### src/rtl/sru_multi_syn_trace.sv
// Synaptic response unit: four leaky traces (ES+/ES-, IS+/IS-) for one
// post-synaptic neuron. Each timestep decays every trace by its own shift,
// then walks the synapses in index order, adding the weight of each spiking
// synapse into the trace pair of its class.
//
// Handshake: step_start is a one-cycle request that is accepted only in IDLE
// (busy low); the spike, class and weight inputs are captured on that same
// edge. done is a one-cycle pulse when the traces are final for the step; a
// step_start seen while busy is dropped and recorded in the sticky overrun flag.
module sru_multi_syn_trace #(
   parameter int DATA_W   = 16,
   parameter int NUM_SYN  = 8,
   parameter int SHIFT_EP = 2,
   parameter int SHIFT_EN = 3,
   parameter int SHIFT_IP = 2,
   parameter int SHIFT_IN = 1,
   parameter int SAT_EN   = 1
) (
   input  logic                      clk,
   input  logic                      reset,
   input  logic                      step_start,
   input  logic [NUM_SYN-1:0]        spike_vec,
   input  logic [NUM_SYN-1:0]        exc_vec,
   input  logic [NUM_SYN*DATA_W-1:0] w_flat,
   input  logic                      clear,
   output logic                      busy,
   output logic                      done,
   output logic [DATA_W-1:0]         es_plus,
   output logic [DATA_W-1:0]         es_minus,
   output logic [DATA_W-1:0]         is_plus,
   output logic [DATA_W-1:0]         is_minus,
   output logic                      sat_flag,
   output logic                      overrun,
   output logic [1:0]                state_dbg
);

   localparam int IDX_W = (NUM_SYN > 1) ? $clog2(NUM_SYN) : 1;
   localparam logic [IDX_W-1:0] LAST_IDX = IDX_W'(NUM_SYN - 1);

   typedef enum logic [1:0] {
      ST_IDLE  = 2'd0,
      ST_DECAY = 2'd1,
      ST_ACCUM = 2'd2,
      ST_DONE  = 2'd3
   } state_t;

   state_t                    state_q, state_d;
   logic [IDX_W-1:0]          idx_q, idx_d;
   logic [NUM_SYN-1:0]        spk_q, spk_d;
   logic [NUM_SYN-1:0]        exc_q, exc_d;
   logic [NUM_SYN*DATA_W-1:0] w_q, w_d;
   logic [DATA_W-1:0]         ep_q, ep_d, em_q, em_d, ip_q, ip_d, im_q, im_d;
   logic                      sat_q, sat_d;
   logic                      ovr_q, ovr_d;

   logic [DATA_W-1:0]         cur_w;
   logic                      cur_spk;
   logic                      cur_exc;
   logic [DATA_W:0]           add_a;
   logic [DATA_W:0]           add_b;

   // Add at DATA_W+1 bits; returns {overflow, result}. With saturation the
   // result clamps to all ones, otherwise the carry is simply dropped.
   function automatic logic [DATA_W:0] trace_add(input logic [DATA_W-1:0] a,
                                                  input logic [DATA_W-1:0] b);
      logic [DATA_W:0] sum;
      sum = {1'b0, a} + {1'b0, b};
      if (sum[DATA_W] && (SAT_EN != 0)) begin
         trace_add = {1'b1, {DATA_W{1'b1}}};
      end else begin
         trace_add = sum;
      end
   endfunction

   // Select the shadowed spike, class and weight of the synapse being serviced.
   always_comb begin
      cur_w   = '0;
      cur_spk = 1'b0;
      cur_exc = 1'b0;
      for (int i = 0; i < NUM_SYN; i++) begin
         if (idx_q == IDX_W'(i)) begin
            cur_w   = w_q[i*DATA_W +: DATA_W];
            cur_spk = spk_q[i];
            cur_exc = exc_q[i];
         end
      end
   end

   // Next-state, trace update and sticky flag logic.
   always_comb begin
      state_d = state_q;
      idx_d   = idx_q;
      spk_d   = spk_q;
      exc_d   = exc_q;
      w_d     = w_q;
      ep_d    = ep_q;
      em_d    = em_q;
      ip_d    = ip_q;
      im_d    = im_q;
      sat_d   = sat_q;
      ovr_d   = ovr_q;
      add_a   = '0;
      add_b   = '0;

      case (state_q)
         ST_IDLE: begin
            if (step_start) begin
               spk_d   = spike_vec;
               exc_d   = exc_vec;
               w_d     = w_flat;
               state_d = ST_DECAY;
            end
         end
         ST_DECAY: begin
            // Truncating shift: a trace below 2^shift keeps its value.
            ep_d    = ep_q - (ep_q >> SHIFT_EP);
            em_d    = em_q - (em_q >> SHIFT_EN);
            ip_d    = ip_q - (ip_q >> SHIFT_IP);
            im_d    = im_q - (im_q >> SHIFT_IN);
            idx_d   = '0;
            state_d = ST_ACCUM;
         end
         ST_ACCUM: begin
            if (cur_spk) begin
               if (cur_exc) begin
                  add_a = trace_add(ep_q, cur_w);
                  add_b = trace_add(em_q, cur_w);
                  ep_d  = add_a[DATA_W-1:0];
                  em_d  = add_b[DATA_W-1:0];
               end else begin
                  add_a = trace_add(ip_q, cur_w);
                  add_b = trace_add(im_q, cur_w);
                  ip_d  = add_a[DATA_W-1:0];
                  im_d  = add_b[DATA_W-1:0];
               end
               if (add_a[DATA_W] || add_b[DATA_W]) begin
                  sat_d = 1'b1;
               end
            end
            if (idx_q == LAST_IDX) begin
               state_d = ST_DONE;
            end else begin
               idx_d = idx_q + 1'b1;
            end
         end
         ST_DONE: begin
            state_d = ST_IDLE;
         end
         default: begin
            state_d = ST_IDLE;
         end
      endcase

      // A request while busy is dropped but remembered.
      if (step_start && (state_q != ST_IDLE) && !clear) begin
         ovr_d = 1'b1;
      end

      // Clear aborts the step and wins over a same-cycle step_start; the
      // sticky flags survive it.
      if (clear) begin
         state_d = ST_IDLE;
         idx_d   = '0;
         ep_d    = '0;
         em_d    = '0;
         ip_d    = '0;
         im_d    = '0;
      end
   end

   // State, shadow and trace registers with asynchronous reset.
   always_ff @(posedge clk or posedge reset) begin
      if (reset) begin
         state_q <= ST_IDLE;
         idx_q   <= '0;
         spk_q   <= '0;
         exc_q   <= '0;
         w_q     <= '0;
         ep_q    <= '0;
         em_q    <= '0;
         ip_q    <= '0;
         im_q    <= '0;
         sat_q   <= 1'b0;
         ovr_q   <= 1'b0;
      end else begin
         state_q <= state_d;
         idx_q   <= idx_d;
         spk_q   <= spk_d;
         exc_q   <= exc_d;
         w_q     <= w_d;
         ep_q    <= ep_d;
         em_q    <= em_d;
         ip_q    <= ip_d;
         im_q    <= im_d;
         sat_q   <= sat_d;
         ovr_q   <= ovr_d;
      end
   end

   // Output decode from registered state.
   always_comb begin
      busy      = (state_q != ST_IDLE);
      done      = (state_q == ST_DONE);
      es_plus   = ep_q;
      es_minus  = em_q;
      is_plus   = ip_q;
      is_minus  = im_q;
      sat_flag  = sat_q;
      overrun   = ovr_q;
      state_dbg = state_q;
   end

endmodule

### config.mk
export PLATFORM = sky130hd
export DESIGN_NAME = sru_multi_syn_trace
export DESIGN_NICKNAME = d
export VERILOG_FILES = /design/src/rtl/sru_multi_syn_trace.sv
export SDC_FILE = /design/constraint.sdc
export NUM_CORES = 1
export LEC_CHECK = 0
export BUFFER_PORTS_ARGS = -buffer_cell sky130_fd_sc_hd__buf_2
export CAP_MARGIN = 30
export CORE_UTILIZATION = 35
export CTS_CLUSTER_DIAMETER = 200
export DETAILED_ROUTE_END_ITERATION = 8
export SYNTH_ARGS = -nofsm -noshare
export SYNTH_HDL_FRONTEND = slang
export SYNTH_SLANG_ARGS = --single-unit
### constraint.sdc
create_clock -name clk -period 6.05 [get_ports clk]
set_input_delay 0 -clock clk [delete_from_list [all_inputs] [get_ports clk]]
set_output_delay 0 -clock clk [all_outputs]
set_load 0.01 [all_outputs]
==> flow_metrics.py <==
metrics = {
    "status": {
        "status": "completed",
    },
    "clocking": {
        "cts_max_level": 1,
        "cts.sinks": 215,
        "cts_tree": "yes",
        "cts-buffers-inserted": 27,
        "clk_pin_slew_worst_paths_ns": 0.06,
        "post-cts-setup-buffer-count": 0,
        "skew_pair_late_insertion_delay_ns": 0.57,
        "number_of_gates_given_a_new_drive_strength_after_cts": 0,
        "clock_path_buffers": 3,
        "cts-root-buf": "sky130_fd_sc_hd__clkbuf_16",
        "cts-hold-fix-buffers": 147,
    },
    "routing": {
        "drt_drc": 0,
        "detail_route.wl_per_cell_um": 18.3,
        "vias": 14000,
        "drt_first_iter_violations": 942,
        "drt_pre_antenna_iters": 5,
        "final_antenna_net_count": 0,
        "routed_wirelength_um": 47800,
        "via_per_inst": 5.36,
    },
    "timing": {
        "finalWorstPathRequiredPeriod_ns": 5.25,
        "worst_slew_pin_slew_ns": 0.891,
        "setup-violations-final": 0,
        "skew_ns": 0.0247,
        "layout_worst_path_cycle_share": 0.868,
        "drv_slew": 0,
        "final_hold_viol_count": 0,
        "rsz_0062_raised_after_global_routing": "false",
        "fin_setup_tns_ns": 0,
        "max_freq_mhz": 190,
        "slew_headroom": 0.406,
    },
    "yosys": {
        "post-synth-top-area-fraction": 0.352,
        "ys_top_cells_by_area": "sky130_fd_sc_hd__dfrtp_1 35%, sky130_fd_sc_hd__ha_1 11%, sky130_fd_sc_hd__mux2_2 11%, sky130_fd_sc_hd__nand2_1 4.0%, sky130_fd_sc_hd__xnor2_1 3.7%",
        "synth-async-reset-ratio": 1.00,
        "ys_dominant_reg_cell": "sky130_fd_sc_hd__dfrtp_1",
        "ys_top_cells_by_count": "215 x sky130_fd_sc_hd__dfrtp_1, 163 x sky130_fd_sc_hd__nand2_1, 144 x sky130_fd_sc_hd__mux2_2",
        "synth-warning-count": 0,
        "synth-edff-count": 0,
        "syn_inst": 1636,
        "post_synth_instance_area_um2": 15300,
        "synthMostInstantiatedCell": "sky130_fd_sc_hd__dfrtp_1",
        "post_synthesis_net_count": 1923,
        "syn-mean-instance-area_um2": 9.34,
        "ys_types": 63,
        "synth_seq_area_share": 0.352,
        "synth_top_cell_by_area": "sky130_fd_sc_hd__dfrtp_1",
        "postSynthRegisterBits": 215,
    },
    "critical_path": {
        "rrSetupSlack_ns": 0.80,
        "reg_to_reg_startpoint": "idx_q[1]",
        "required_ns": 6.54,
        "crit_path_start_kind": "register",
        "timing.critical_path.slowest_cell_delay_ns": 0.47,
        "path_class": "register to register",
        "critical_path_endpoint_category": "register",
        "cpMaxStageDelayCell": "sky130_fd_sc_hd__o21ai_1",
        "endpoint": "es_minus[6]",
        "number_of_gates_on_the_worst_path_with_buffers_counted": 22,
        "timing.critical_path.from": "idx_q[1]",
        "reg2reg_depth": 22,
        "cp.arrival_ns": 5.74,
        "crit_buf_inv": 4,
        "cp_cell_sequence": "inv_1 > ha_1 > nor2b_1 > a221oi_1 > o311ai_0 > o21ai_0 > o211ai_1 > o21ai_0 > o21ai_0 > buf_4 > ha_1 > inv_1 > fa_1 > nand2b_1 > a21o_1 > a21oi_1 > o21a_1 > a31oi_1 > o21ai_1 > buf_4 > o221ai_1 > a21oi_1",
        "critical_path_peak_fanout": 12,
        "worst_r2r_endpoint": "es_minus[6]",
        "crit_family": "compound AO/OA/AOI/OAI gates",
        "cp_common_cell": "sky130_fd_sc_hd__o21ai_0",
    },
    "die": {
        "height_of_the_chip_um": 211,
        "coreArea_um2": 43100,
        "fp.dieW_um": 211,
        "fp.dieArea_um2": 44500,
        "ios": 218,
        "core.rowCount": 76,
        "floorplan.initialDensity": 0.355,
    },
    "placed_design": {
        "detailed_place_hpwl_um": 34500,
        "port-buffer-count": 217,
        "gp_congestion": 0.869,
    },
    "grt": {
        "grt_antenna_before_repair": 5,
        "overflow": 0,
        "grtUsageTotal": 0.214,
        "largest_net_degree_at_the_start_of_global_routing": 88,
        "grt_first_pass_wirelength_um": 75600,
        "first_global_vias": 13900,
    },
    "run": {
        "maxCapViolCount": 0,
    },
    "min_path": {
        "hp-class": "input pin to asynchronous set/reset pin",
    },
    "power": {
        "power.leakage_uw": 0.00885,
        "power.density_cell_area_nw_per_um2": 654,
        "ir_drop_mv": 0.311,
        "totalPowerFinal_uw": 12800,
    },
    "final_layout": {
        "fill_cells": 4034,
        "final_nets": 2285,
        "drive_above_1_share": 0.228,
        "flow.area_growth_from_synthesis_pct": 28.6,
    },
}
[metal layers]
| layer | GRT usage | routed length, um | vias up |
|---|---|---|---|
| li1 | - | - | 6726 |
| met1 | 0.292 | 21800 | 6782 |
| met2 | 0.343 | 21900 | 390 |
| met3 | 0.0340 | 2570 | 95 |
| met4 | 0.0702 | 1510 | 2 |
| met5 | 0 | 13 | - |
[tightest hold or removal path, delay by kind of cell]
kind	cells	cell delay [ns]
buffers and inverters	3	1.00
[worst min path at each step]
stage | from | endpoint | cells after the start
6_report | reset | es_plus[9] | 3
5_1_grt | reset | es_plus[7] | 3
4_1_cts | reset | es_plus[8] | 3
3_5_place_dp | reset | es_plus[8] | 2
3_3_place_gp | w_flat[61] | w_q[61] | 2
2_1_floorplan | w_flat[85] | w_q[85] | 1
[through the flow]
stage | std cells | hold WS, ns | utilization | setup slack (ns) | instance area (um2)
global route | 2607 | 0.0512 | 0.456 | 0.205 | 19600
detailed placement | 2407 | 0.0737 | 0.399 | 0.850 | 17200
global placement | 2404 | 0.233 | 0.397 | 0.952 | 17100
floorplan | 1636 | 0.151 | - | 0.171 | 15300
finish | 2611 | 0.00651 | 0.456 | 0.796 | 19600
CTS | 2603 | 0.00653 | 0.456 | 0.795 | 19600
[flip-flops by register name, indices dropped and copies added, names as in the netlist]
name,count
state_dbg,2
es_plus,16
spk_q,8
idx_q,3
sat_flag,1
is_plus,16
is_minus,16
w_q,128
overrun,1
es_minus,16
exc_q,8
[power by group]
part / total, uW / internal [uW] / switching [uW]
sequential: 2630 / 2090 / 546
combinational: 8450 / 3800 / 4650
clock: 1770 / 1090 / 679
total: 12800 / 6970 / 5870
[cell usage in the layout, fill, tap and decap left out, types with 23 or more instances in the layout]
cell / netlist / final
sky130_fd_sc_hd__ha_1: 131 / 130
sky130_fd_sc_hd__xor2_1: 23 / 23
sky130_fd_sc_hd__buf_2: 10 / 217
sky130_fd_sc_hd__mux2_2: 144 / 144
sky130_fd_sc_hd__o21ai_0: 112 / 112
sky130_fd_sc_hd__o21a_1: 28 / 28
sky130_fd_sc_hd__a21o_1: 33 / 33
sky130_fd_sc_hd__a211oi_1: 28 / 28
sky130_fd_sc_hd__clkbuf_16: 0 / 27
sky130_fd_sc_hd__o221ai_1: 44 / 44
sky130_fd_sc_hd__nor2_1: 101 / 100
sky130_fd_sc_hd__xnor2_1: 65 / 65
sky130_fd_sc_hd__o211ai_1: 31 / 31
sky130_fd_sc_hd__inv_1: 97 / 96
sky130_fd_sc_hd__dlygate4sd3_1: 0 / 147
sky130_fd_sc_hd__dfrtp_1: 215 / 215
sky130_fd_sc_hd__a21oi_1: 98 / 98
sky130_fd_sc_hd__buf_4: 0 / 37
sky130_fd_sc_hd__nand2_1: 163 / 162
[cells by family (layout without fill, tap and decap cells)]
logic type                 count (synthesis)  count (layout)  share of synthesized area
AOI/OAI and AO/OA                        492             492                      0.216
and+or+nand+nor                          390             390                      0.115
DFF                                      215             215                      0.352
buffers and inverters                    168             550                     0.0421
muxes                                    144             144                      0.106
adders and majority gates                139             139                      0.118
xor gates and xnor gates                  88              88                     0.0504
other                                      0               8                          0
[cell type report]
cell class / instances / area (um2) / share of cell area
diodes: 8 / 20.0 / 0.00102
clock buffers: 37 / 793 / 0.0404
clock inverters: 12 / 185 / 0.00942
inverters: 97 / 372 / 0.0189
multi-input cells: 1253 / 9270 / 0.472
flip-flops and latches: 215 / 5380 / 0.274
well taps: 585 / 732 / 0.0373
repair buffers: 404 / 2890 / 0.147
Note: power is estimated with default switching activity, not from simulation.
